<file path="config.mk">
export PLATFORM = sky130hd
export DESIGN_NAME = servo_pwm
export DESIGN_NICKNAME = d
export VERILOG_FILES = /design/src/rtl/servo_pwm.sv
export SDC_FILE = /design/constraint.sdc
export NUM_CORES = 1
export LEC_CHECK = 0
export ABC_AREA = 1
export BUFFER_PORTS_ARGS = -buffer_cell sky130_fd_sc_hd__buf_2
export CORE_ASPECT_RATIO = 0.8
export CORE_MARGIN = 3
export CORE_UTILIZATION = 60
export DETAILED_ROUTE_END_ITERATION = 7
export GPL_TIMING_DRIVEN = 0
export MAX_ROUTING_LAYER = met4
export PLACE_DENSITY_LB_ADDON = 0.05
export SLEW_MARGIN = 0
export SYNTH_ARGS = -nofsm -noshare
export SYNTH_HDL_FRONTEND = slang
export SYNTH_SLANG_ARGS = --single-unit
export TNS_END_PERCENT = 20
</file>
<file path="constraint.sdc">
create_clock -name clk -period 2.9 [get_ports clk]
set_clock_uncertainty 0.2 [all_clocks]
set_input_delay 0.145 -clock clk [delete_from_list [all_inputs] [get_ports clk]]
set_output_delay 0.145 -clock clk [all_outputs]
set_load 0.005 [all_outputs]
</file>
<file path="src/rtl/servo_pwm.sv">
// Memory-mapped servo PWM generator with double-buffered PERIOD/WIDTH shadows.
// Optional build macro SERVO_PWM_LIMIT_EN clamps WIDTH writes to [W_MIN, W_MAX].
module servo_pwm #(
    parameter int unsigned PERIOD_RST = 1_000_000,
    parameter int unsigned WIDTH_RST  = 75_000,
    parameter int unsigned W_MIN      = 50_000,
    parameter int unsigned W_MAX      = 100_000
) (
    input  logic        clk,
    input  logic        reset,
    input  logic        cs,
    input  logic        MemWrite,
    input  logic [1:0]  DataAdr,
    input  logic [31:0] WriteData,
    output logic [31:0] rd_data,
    output logic        m_servo
);
    localparam logic [23:0] PER_RST_C = 24'(PERIOD_RST);
    localparam logic [23:0] WID_RST_C = 24'(WIDTH_RST);
    localparam logic [23:0] W_MIN_C   = 24'(W_MIN);
    localparam logic [23:0] W_MAX_C   = 24'(W_MAX);
    localparam logic [23:0] PER_MIN_C = 24'd2;

`ifdef SERVO_PWM_LIMIT_EN
    function automatic logic [23:0] wid_store(input logic [23:0] v);
        logic [23:0] r;
        if (v < W_MIN_C) begin
            r = W_MIN_C;
        end else if (v > W_MAX_C) begin
            r = W_MAX_C;
        end else begin
            r = v;
        end
        return r;
    endfunction

    logic unused_s;
    assign unused_s = ^WriteData[31:24];
`else
    function automatic logic [23:0] wid_store(input logic [23:0] v);
        return v;
    endfunction

    logic unused_s;
    assign unused_s = ^{WriteData[31:24], W_MIN_C, W_MAX_C};
`endif

    logic        en_r;
    logic        pend_r;
    logic [23:0] period_r;
    logic [23:0] width_r;
    logic [23:0] per_a_r;
    logic [23:0] wid_a_r;
    logic [23:0] cnt_r;
    logic        m_servo_r;

    logic        wr_s;
    logic        wrap_s;
    logic [23:0] per_wr_s;
    logic [23:0] wid_wr_s;

    assign wr_s    = !cs && MemWrite;
    assign wrap_s  = en_r && (cnt_r == (per_a_r - 24'd1));
    assign m_servo = m_servo_r;

    // Write-data conditioning: period floor of 2 and optional width clamp.
    always_comb begin
        per_wr_s = WriteData[23:0];
        wid_wr_s = wid_store(WriteData[23:0]);
        if (WriteData[23:0] < PER_MIN_C) begin
            per_wr_s = PER_MIN_C;
        end else begin
            per_wr_s = WriteData[23:0];
        end
    end

    // Register file, shadow reload, counter and registered pin.
    always_ff @(posedge clk) begin
        if (reset) begin
            en_r      <= 1'b0;
            pend_r    <= 1'b0;
            period_r  <= PER_RST_C;
            width_r   <= WID_RST_C;
            per_a_r   <= PER_RST_C;
            wid_a_r   <= WID_RST_C;
            cnt_r     <= 24'd0;
            m_servo_r <= 1'b0;
        end else begin
            m_servo_r <= en_r && (cnt_r < wid_a_r);
            if (wrap_s) begin
                cnt_r   <= 24'd0;
                per_a_r <= period_r;
                wid_a_r <= width_r;
                pend_r  <= 1'b0;
            end else if (en_r) begin
                cnt_r <= cnt_r + 24'd1;
            end else begin
                cnt_r <= 24'd0;
            end
            // Later bus assignments override the wrap: a same-cycle write stays pending.
            if (wr_s) begin
                case (DataAdr)
                    2'd0: begin
                        en_r <= WriteData[0];
                        if (WriteData[0] && !en_r) begin
                            cnt_r   <= 24'd0;
                            per_a_r <= period_r;
                            wid_a_r <= width_r;
                            pend_r  <= 1'b0;
                        end else if (!WriteData[0]) begin
                            cnt_r <= 24'd0;
                        end
                    end
                    2'd1: begin
                        period_r <= per_wr_s;
                        pend_r   <= 1'b1;
                    end
                    2'd2: begin
                        width_r <= wid_wr_s;
                        pend_r  <= 1'b1;
                    end
                    default: begin
                    end
                endcase
            end
        end
    end

    // Combinational read mux, zero unless selected for a read.
    always_comb begin
        rd_data = 32'h0;
        if (!cs && !MemWrite) begin
            case (DataAdr)
                2'd0:    rd_data = {31'd0, en_r};
                2'd1:    rd_data = {8'd0, period_r};
                2'd2:    rd_data = {8'd0, width_r};
                default: rd_data = {cnt_r, 6'd0, pend_r, en_r};
            endcase
        end else begin
            rd_data = 32'h0;
        end
    end
endmodule

</file>
==> results of run 1 <==
## per-layer routing
metal,track usage (%),part of all wire (%),wire length [µm]
met1,49.9,41,10900
met2,60.1,44,11700
met3,9.71,12,3140
met4,15.1,3.9,1060
met5,-,0,0
## cells in the final DEF (no fill, tap or decap), types with 25 or more instances in the layout
cell type	instances
dfxtp_1	122
nor2_1	145
o21ai_0	42
a21oi_1	58
a211oi_1	27
inv_1	158
buf_2	65
clkbuf_1	40
nand2_1	229
dlygate4sd3_1	27
nand3_1	97
nor3_1	25
ha_1	28
## sequential cells by signal (all words and copies together), names as in the netlist
| signal | count |
|---|---|
| en_r | 1 |
| width_r | 24 |
| m_servo | 1 |
| wid_a_r | 24 |
| cnt_r | 24 |
| per_a_r | 24 |
| period_r | 24 |
| pend_r | 1 |
## critical path: stages
cell and delay [ns]:
dlygate4sd3_1 0.54, buf_2 0.13, nor2_1 0.27, nand2_1 0.17
nor2_2 0.46, inv_1 0.16, clkbuf_1 0.29, buf_1 0.36
nand3_1 0.18, nand2_1 0.10
## how the worst max path moves through the flow
stage / start / end / slack [ns] / cells past startpoint
3_3_place_gp: per_a_r[0]$_SDFF_PP0_ / per_a_r[18]$_SDFF_PP1_ / 0.09 / 18
4_1_cts: per_a_r[0]$_SDFF_PP0_ / wid_a_r[10]$_SDFF_PP1_ / 0.05 / 16
2_1_floorplan: per_a_r[0]$_SDFF_PP0_ / per_a_r[21]$_SDFF_PP0_ / 0.58 / 18
3_5_place_dp: per_a_r[0]$_SDFF_PP0_ / wid_a_r[3]$_SDFF_PP1_ / 0.08 / 16
5_1_grt: per_a_r[0]$_SDFF_PP0_ / per_a_r[15]$_SDFF_PP0_ / -0.005 / 17
6_report: cs / per_a_r[18]$_SDFF_PP1_ / 0.17 / 10
## what timing repair did
item,in CTS,in global routing
endpoints found under the setup margin,0,73
gates resized for setup,0,27
endpoints found under the hold margin,51,0
hold buffers,27,0
buffers inserted,0,2
## logic make-up after synthesis
logic type,Yosys count,synth area share [%]
fa+ha+maj,29,4.73
flops,123,32.1
buf+inv,220,12.0
xor+xnor,22,2.69
compound gates,188,15.5
simple gates,566,33.0
## cell type report
class | instances | area (µm²) | share of cell area [%]
buffer | 57 | 332 | 3.62
clock buffer | 23 | 478 | 5.22
inverter | 163 | 614 | 6.71
timing repair buffer | 91 | 596 | 6.51
clock inverter | 7 | 115 | 1.26
tap | 171 | 214 | 2.34
antenna | 1 | 2.50 | 0.0273
multi-input combinational | 805 | 4340 | 47.4
sequential | 123 | 2460 | 26.9
## through the flow
stage	setup WS (ns)	TNS, ns	std cells	utilization [%]
2_1_floorplan	0.581	0	1148	-
3_3_place_gp	0.0941	0	1381	66.4
3_5_place_dp	0.0753	0	1381	66.4
4_1_cts	0.0513	0	1438	73.4
5_1_grt	-0.00499	-0.00499	1440	74.1
6_report	0.175	0	1441	74.2
## power by group through the flow
| stage | clock network, mW | registers (mW) | logic, mW |
|---|---|---|---|
| after detailed placement | 0 | 1.81 | 0.353 |
| after global routing | 2.24 | 1.78 | 0.441 |
| after global placement | 0 | 1.81 | 0.349 |
| after CTS | 2.15 | 1.77 | 0.383 |
| final | 2.16 | 1.77 | 0.403 |
| after floorplan | 0 | 1.79 | 0.227 |
==> results_dict.tcl, run 1 <==
set metrics [dict create \
    ys_top_cells_by_area "dfxtp_1 (32%), nand2_1 (11%), inv_1 (7.8%), nor2_1 (7.3%), nand3_1 (6.3%)" \
    grt_pass1_vias 7827 \
    layout.nets 1325 \
    ys_seq_area_share_pct 32.1 \
    postLayoutCellArea_um2 9150 \
    core-area_um2 12300 \
    antenna_found_initial 0 \
    grt_pass1_wl_um 41500 \
    worstHoldEndpoint "pend_r$_SDFF_PP0_" \
    clk_latency_ns 0.43 \
    place_congestion 0.992 \
    synth_top_area_share_pct 32.1 \
    clock-sinks 123 \
    ys_seq_elements 123 \
    min-delay-start "DataAdr[1]" \
    routed_wirelength_um 26800 \
    portBuffers 62 \
    syn_to_final_growth_pct 19.4 \
    floorplan.rows 36 \
    yosys_warnings 0 \
    p_leak_nw 4.16 \
    period_share_pct 94.0 \
    r2r-start "per_a_r[0]$_SDFF_PP0_" \
    synth.most_common_cell "nand2_1" \
    power.density_nw_per_um2 474 \
    gr-total-overflow 0 \
    path_max_fanout 10 \
    syn-num-nets 1215 \
    h-tree-depth 4 \
    combPwrFrac_pct 9.3 \
    n_fill_cell 1088 \
    dieArea_um2 14200 \
    min_path_type "in -> reg" \
    pin_count 71 \
    irDropWorstVdd_mv 0.471 \
    start_kind "input pin" \
    wl_per_cell_um 18.6 \
    rr_endpoint "per_a_r[18]$_SDFF_PP1_" \
    critPathArrivalTime_ns 2.82 \
    maxSlewViolCount 0 \
    reg2reg_depth 18 \
    hpwl_um 20100 \
    status "complete, no violations" \
    maxSlewHeadroom_pct 49.9 \
    die_w_um 132 \
    dpl_cell_area_um2 8190 \
    worstSetupEndpointType "flop" \
    worst_pin_slew_ns 0.751 \
    swShare_pct 24.4 \
    cp.required_ns 2.99 \
    synth_edf_count 0 \
    synthTopCellsByCount "nand2_1 (231), inv_1 (160), nor2_1 (149)" \
    yosysUniqueCellTypes 45 \
    setup_viol 0 \
    drive_gt1_share_pct 12.3 \
    seqPwrFrac_pct 40.9 \
    synthFlopType "dfxtp_1" \
    async_reset_ff_share_pct 0 \
    r2r_slack_ns 0.18 \
    clkPwrFrac_pct 49.8 \
    syn_area_um2 7670 \
    dr.pass1.iters 7 \
    cts_root_buf "clkbuf_16" \
    yosys.area.top_type "dfxtp_1" \
    routed_via_density 5.87 \
    p_switching_mw 1.06 \
    power_mw 4.34 \
    critPathKind "in -> reg" \
    die_h_um 107 \
    hold_viol_final 0 \
    path_clk_slew_ns 0.06 \
    cts_buffers 17 \
    power.internal_mw 3.28 \
    period_needed_ns 2.73 \
    holdWs_ns 0.0731 \
    initial_core_util_pct 62.1 \
    clock_path_buffers 2 \
    grt_max_degree 17 \
    drv_cap 0 \
    fmax_ghz 0.367 \
    syn_avg_cell_area_um2 6.68 \
    drtIter0Drc 1237 \
    ant_nets 0 \
    netlist_instances 1148 \
    route.detailed.drc 0 \
    holdPathStages 5 \
    grtUsageTotal_pct 39.1 \
    vias 8460 \
    cts_tree "built" \
]
Note: power is estimated with default switching activity, not from simulation.
==> run 2, diff against run 1 <==
--- a/config.mk
+++ b/config.mk
@@ -7,9 +7,11 @@
 export LEC_CHECK = 0
 export ABC_AREA = 1
 export BUFFER_PORTS_ARGS = -buffer_cell sky130_fd_sc_hd__buf_2
+export CELL_PAD_IN_SITES_DETAIL_PLACEMENT = 1
+export CELL_PAD_IN_SITES_GLOBAL_PLACEMENT = 1
 export CORE_ASPECT_RATIO = 0.8
 export CORE_MARGIN = 3
-export CORE_UTILIZATION = 60
+export CORE_UTILIZATION = 43
 export DETAILED_ROUTE_END_ITERATION = 7
 export GPL_TIMING_DRIVEN = 0
 export MAX_ROUTING_LAYER = met4
==> run 2 against run 1 <==
Net effect:
- via count rose by 0.19%
- final area up 2.4%
- combinational power grew 6.2%
- sequential share of layout area fell by 0.61 points
- flip-flop and latch count did not move
- worst hold slack better by 0.059 ns
==> results_dict.tcl, run 2 (synthesis gave the netlist of run 1 again) <==
set metrics [dict create \
    status "complete, no violations" \
    clk_latency_ns 0.44 \
    worst-path-buf-inv 7 \
    dieArea_um2 19500 \
    p_switching_mw 1.25 \
    grt_pass1_vias 8612 \
    clock-sinks 123 \
    dpl_cell_area_um2 8260 \
    layout_common_cells "nand2_1 (229), inv_1 (157), nor2_1 (142)" \
    power.internal_mw 3.33 \
    gr-total-overflow 0 \
    place_congestion 0.886 \
    initial_core_util_pct 44.0 \
    stdcell_count 1501 \
    reg2reg_depth 21 \
    swShare_pct 27.3 \
    path_max_fanout 8 \
    die_w_um 155 \
    r2r-start "per_a_r[0]$_SDFF_PP0_" \
    setup_viol 0 \
    placed_cells 1435 \
    drv_cap 0 \
    clock_path_buffers 2 \
    ant_nets 0 \
    worstHoldEndpoint "period_r[6]$_SDFFE_PP1P_" \
    rsz0062_at_grt "yes" \
    power_mw 4.59 \
    cts_buffers 17 \
    cts_root_buf "clkbuf_16" \
    irDropWorstVdd_mv 0.296 \
    critPathArrivalTime_ns 2.88 \
    die_h_um 125 \
    floorplan.rows 43 \
    routed_wirelength_um 32600 \
    start_kind "flop" \
    h-tree-depth 4 \
    seqPwrFrac_pct 38.7 \
    vias 8476 \
    combPwrFrac_pct 9.3 \
    cp_slowest_cell "dfxtp_2" \
    routed_via_density 5.65 \
    maxSlewHeadroom_pct 46.4 \
    holdWs_ns 0.132 \
    syn_to_final_growth_pct 22.2 \
    antenna_found_initial 0 \
    grt_max_degree 17 \
    grtUsageTotal_pct 34.6 \
    path_cells "inv_4, ha_4, buf_4, inv_1, nand2_1, nand3_1, nand2_1, nand2_1, nor2_1, nand2_1, nor2_2, inv_1, nor2_1, nand2_1, nor2_4, buf_6, buf_12, nand3_2, nand3_1, nand2_1, inv_1" \
    fmax_ghz 0.372 \
    grt_pass1_wl_um 49700 \
    layout.nets 1330 \
    drtIter0Drc 638 \
    core-area_um2 17400 \
    period_needed_ns 2.69 \
    max_stage_delay_ns 0.34 \
    postLayoutCellArea_um2 9370 \
    maxSlewViolCount 0 \
    p_leak_nw 4.25 \
    min_path_type "in -> reg" \
    worst_pin_slew_ns 0.805 \
    min-delay-start "cs" \
    power.density_nw_per_um2 489 \
    hold_viol_final 0 \
    pin_count 71 \
    r2r_slack_ns 0.21 \
    cpMostUsedCell "nand2_1" \
    cp.required_ns 3.09 \
    clkPwrFrac_pct 52.0 \
    cts_tree "built" \
    layout_commonest_cell "nand2_1" \
    holdPathStages 6 \
    critPathKind "reg -> reg" \
    route.detailed.drc 0 \
    path_clk_slew_ns 0.07 \
    hpwl_um 24400 \
    portBuffers 62 \
    worstSetupEndpointType "flop" \
    fin_tns_setup_ns 0 \
    drive_gt1_share_pct 13.5 \
    rr_endpoint "wid_a_r[2]$_SDFF_PP0_" \
    crit_family "simple AND/OR/NAND/NOR gates" \
    num_antenna_cells 0 \
    fin_util_pct 53.8 \
    dr.pass1.iters 5 \
    place_ws_ns 0.00470 \
    wl_per_cell_um 21.7 \
    worst_slack_ns 0.209 \
    period_share_pct 92.8 \
]
## run 2: worst register-to-register path: cells and delay by family (launching register included)
kind | cells | cell delay, ns
and+or+nand+nor | 13 | 1.28
buffers and inverters | 7 | 0.72
DFF | 1 | 0.34
adders and majority gates | 1 | 0.12
## run 2: per-layer routing
layer  up-vias  share of wire, %  GRT usage, %  wire length, µm
met5         -                 0             -                0
met4         0               4.1          13.8             1330
met3        81               6.5          7.20             2110
met2       276                45          53.9            14700
met1      4137                44          43.8            14400
li1       3982                 -             -                -
## run 2: worst max-delay path by stage
stage	start	endpoint	slack, ns	depth (start not counted)
floorplan	per_a_r[0]$_SDFF_PP0_	per_a_r[21]$_SDFF_PP0_	0.58	18
global placement	per_a_r[0]$_SDFF_PP0_	cnt_r[12]$_SDFF_PP0_	0.01	19
detailed placement	per_a_r[0]$_SDFF_PP0_	wid_a_r[3]$_SDFF_PP1_	0.005	16
CTS	per_a_r[0]$_SDFF_PP0_	per_a_r[18]$_SDFF_PP1_	0.02	18
global route	per_a_r[0]$_SDFF_PP0_	wid_a_r[12]$_SDFF_PP0_	-0.02	20
finish	per_a_r[0]$_SDFF_PP0_	wid_a_r[2]$_SDFF_PP0_	0.21	21
## run 2: timing repair
| item | 4_1_cts | 5_1_grt |
|---|---|---|
| buffers inserted | 0 | 4 |
| hold buffers | 28 | 0 |
| pin swaps | 0 | 7 |
| gates cloned | 0 | 2 |
| gates resized for setup | 3 | 37 |
| setup endpoints to repair | 14 | 70 |
| hold endpoints to repair | 51 | 0 |
## run 2: final cells by class
class	count	area [µm²]
sequential	123	2470
multi-input combinational	805	4370
clock inverter	15	211
tap	225	282
clock buffer	17	425
fill	2309	8060
inverter	163	614
buffer	57	343
timing repair buffer	96	663
## run 2: power by group through the flow
stage	sequential [mW]	clock (mW)	combinational (mW)
after CTS	1.77	2.39	0.412
after global routing	1.78	2.45	0.467
after floorplan	1.79	0	0.227
final	1.77	2.38	0.428
after global placement	1.81	0	0.370
after detailed placement	1.81	0	0.378
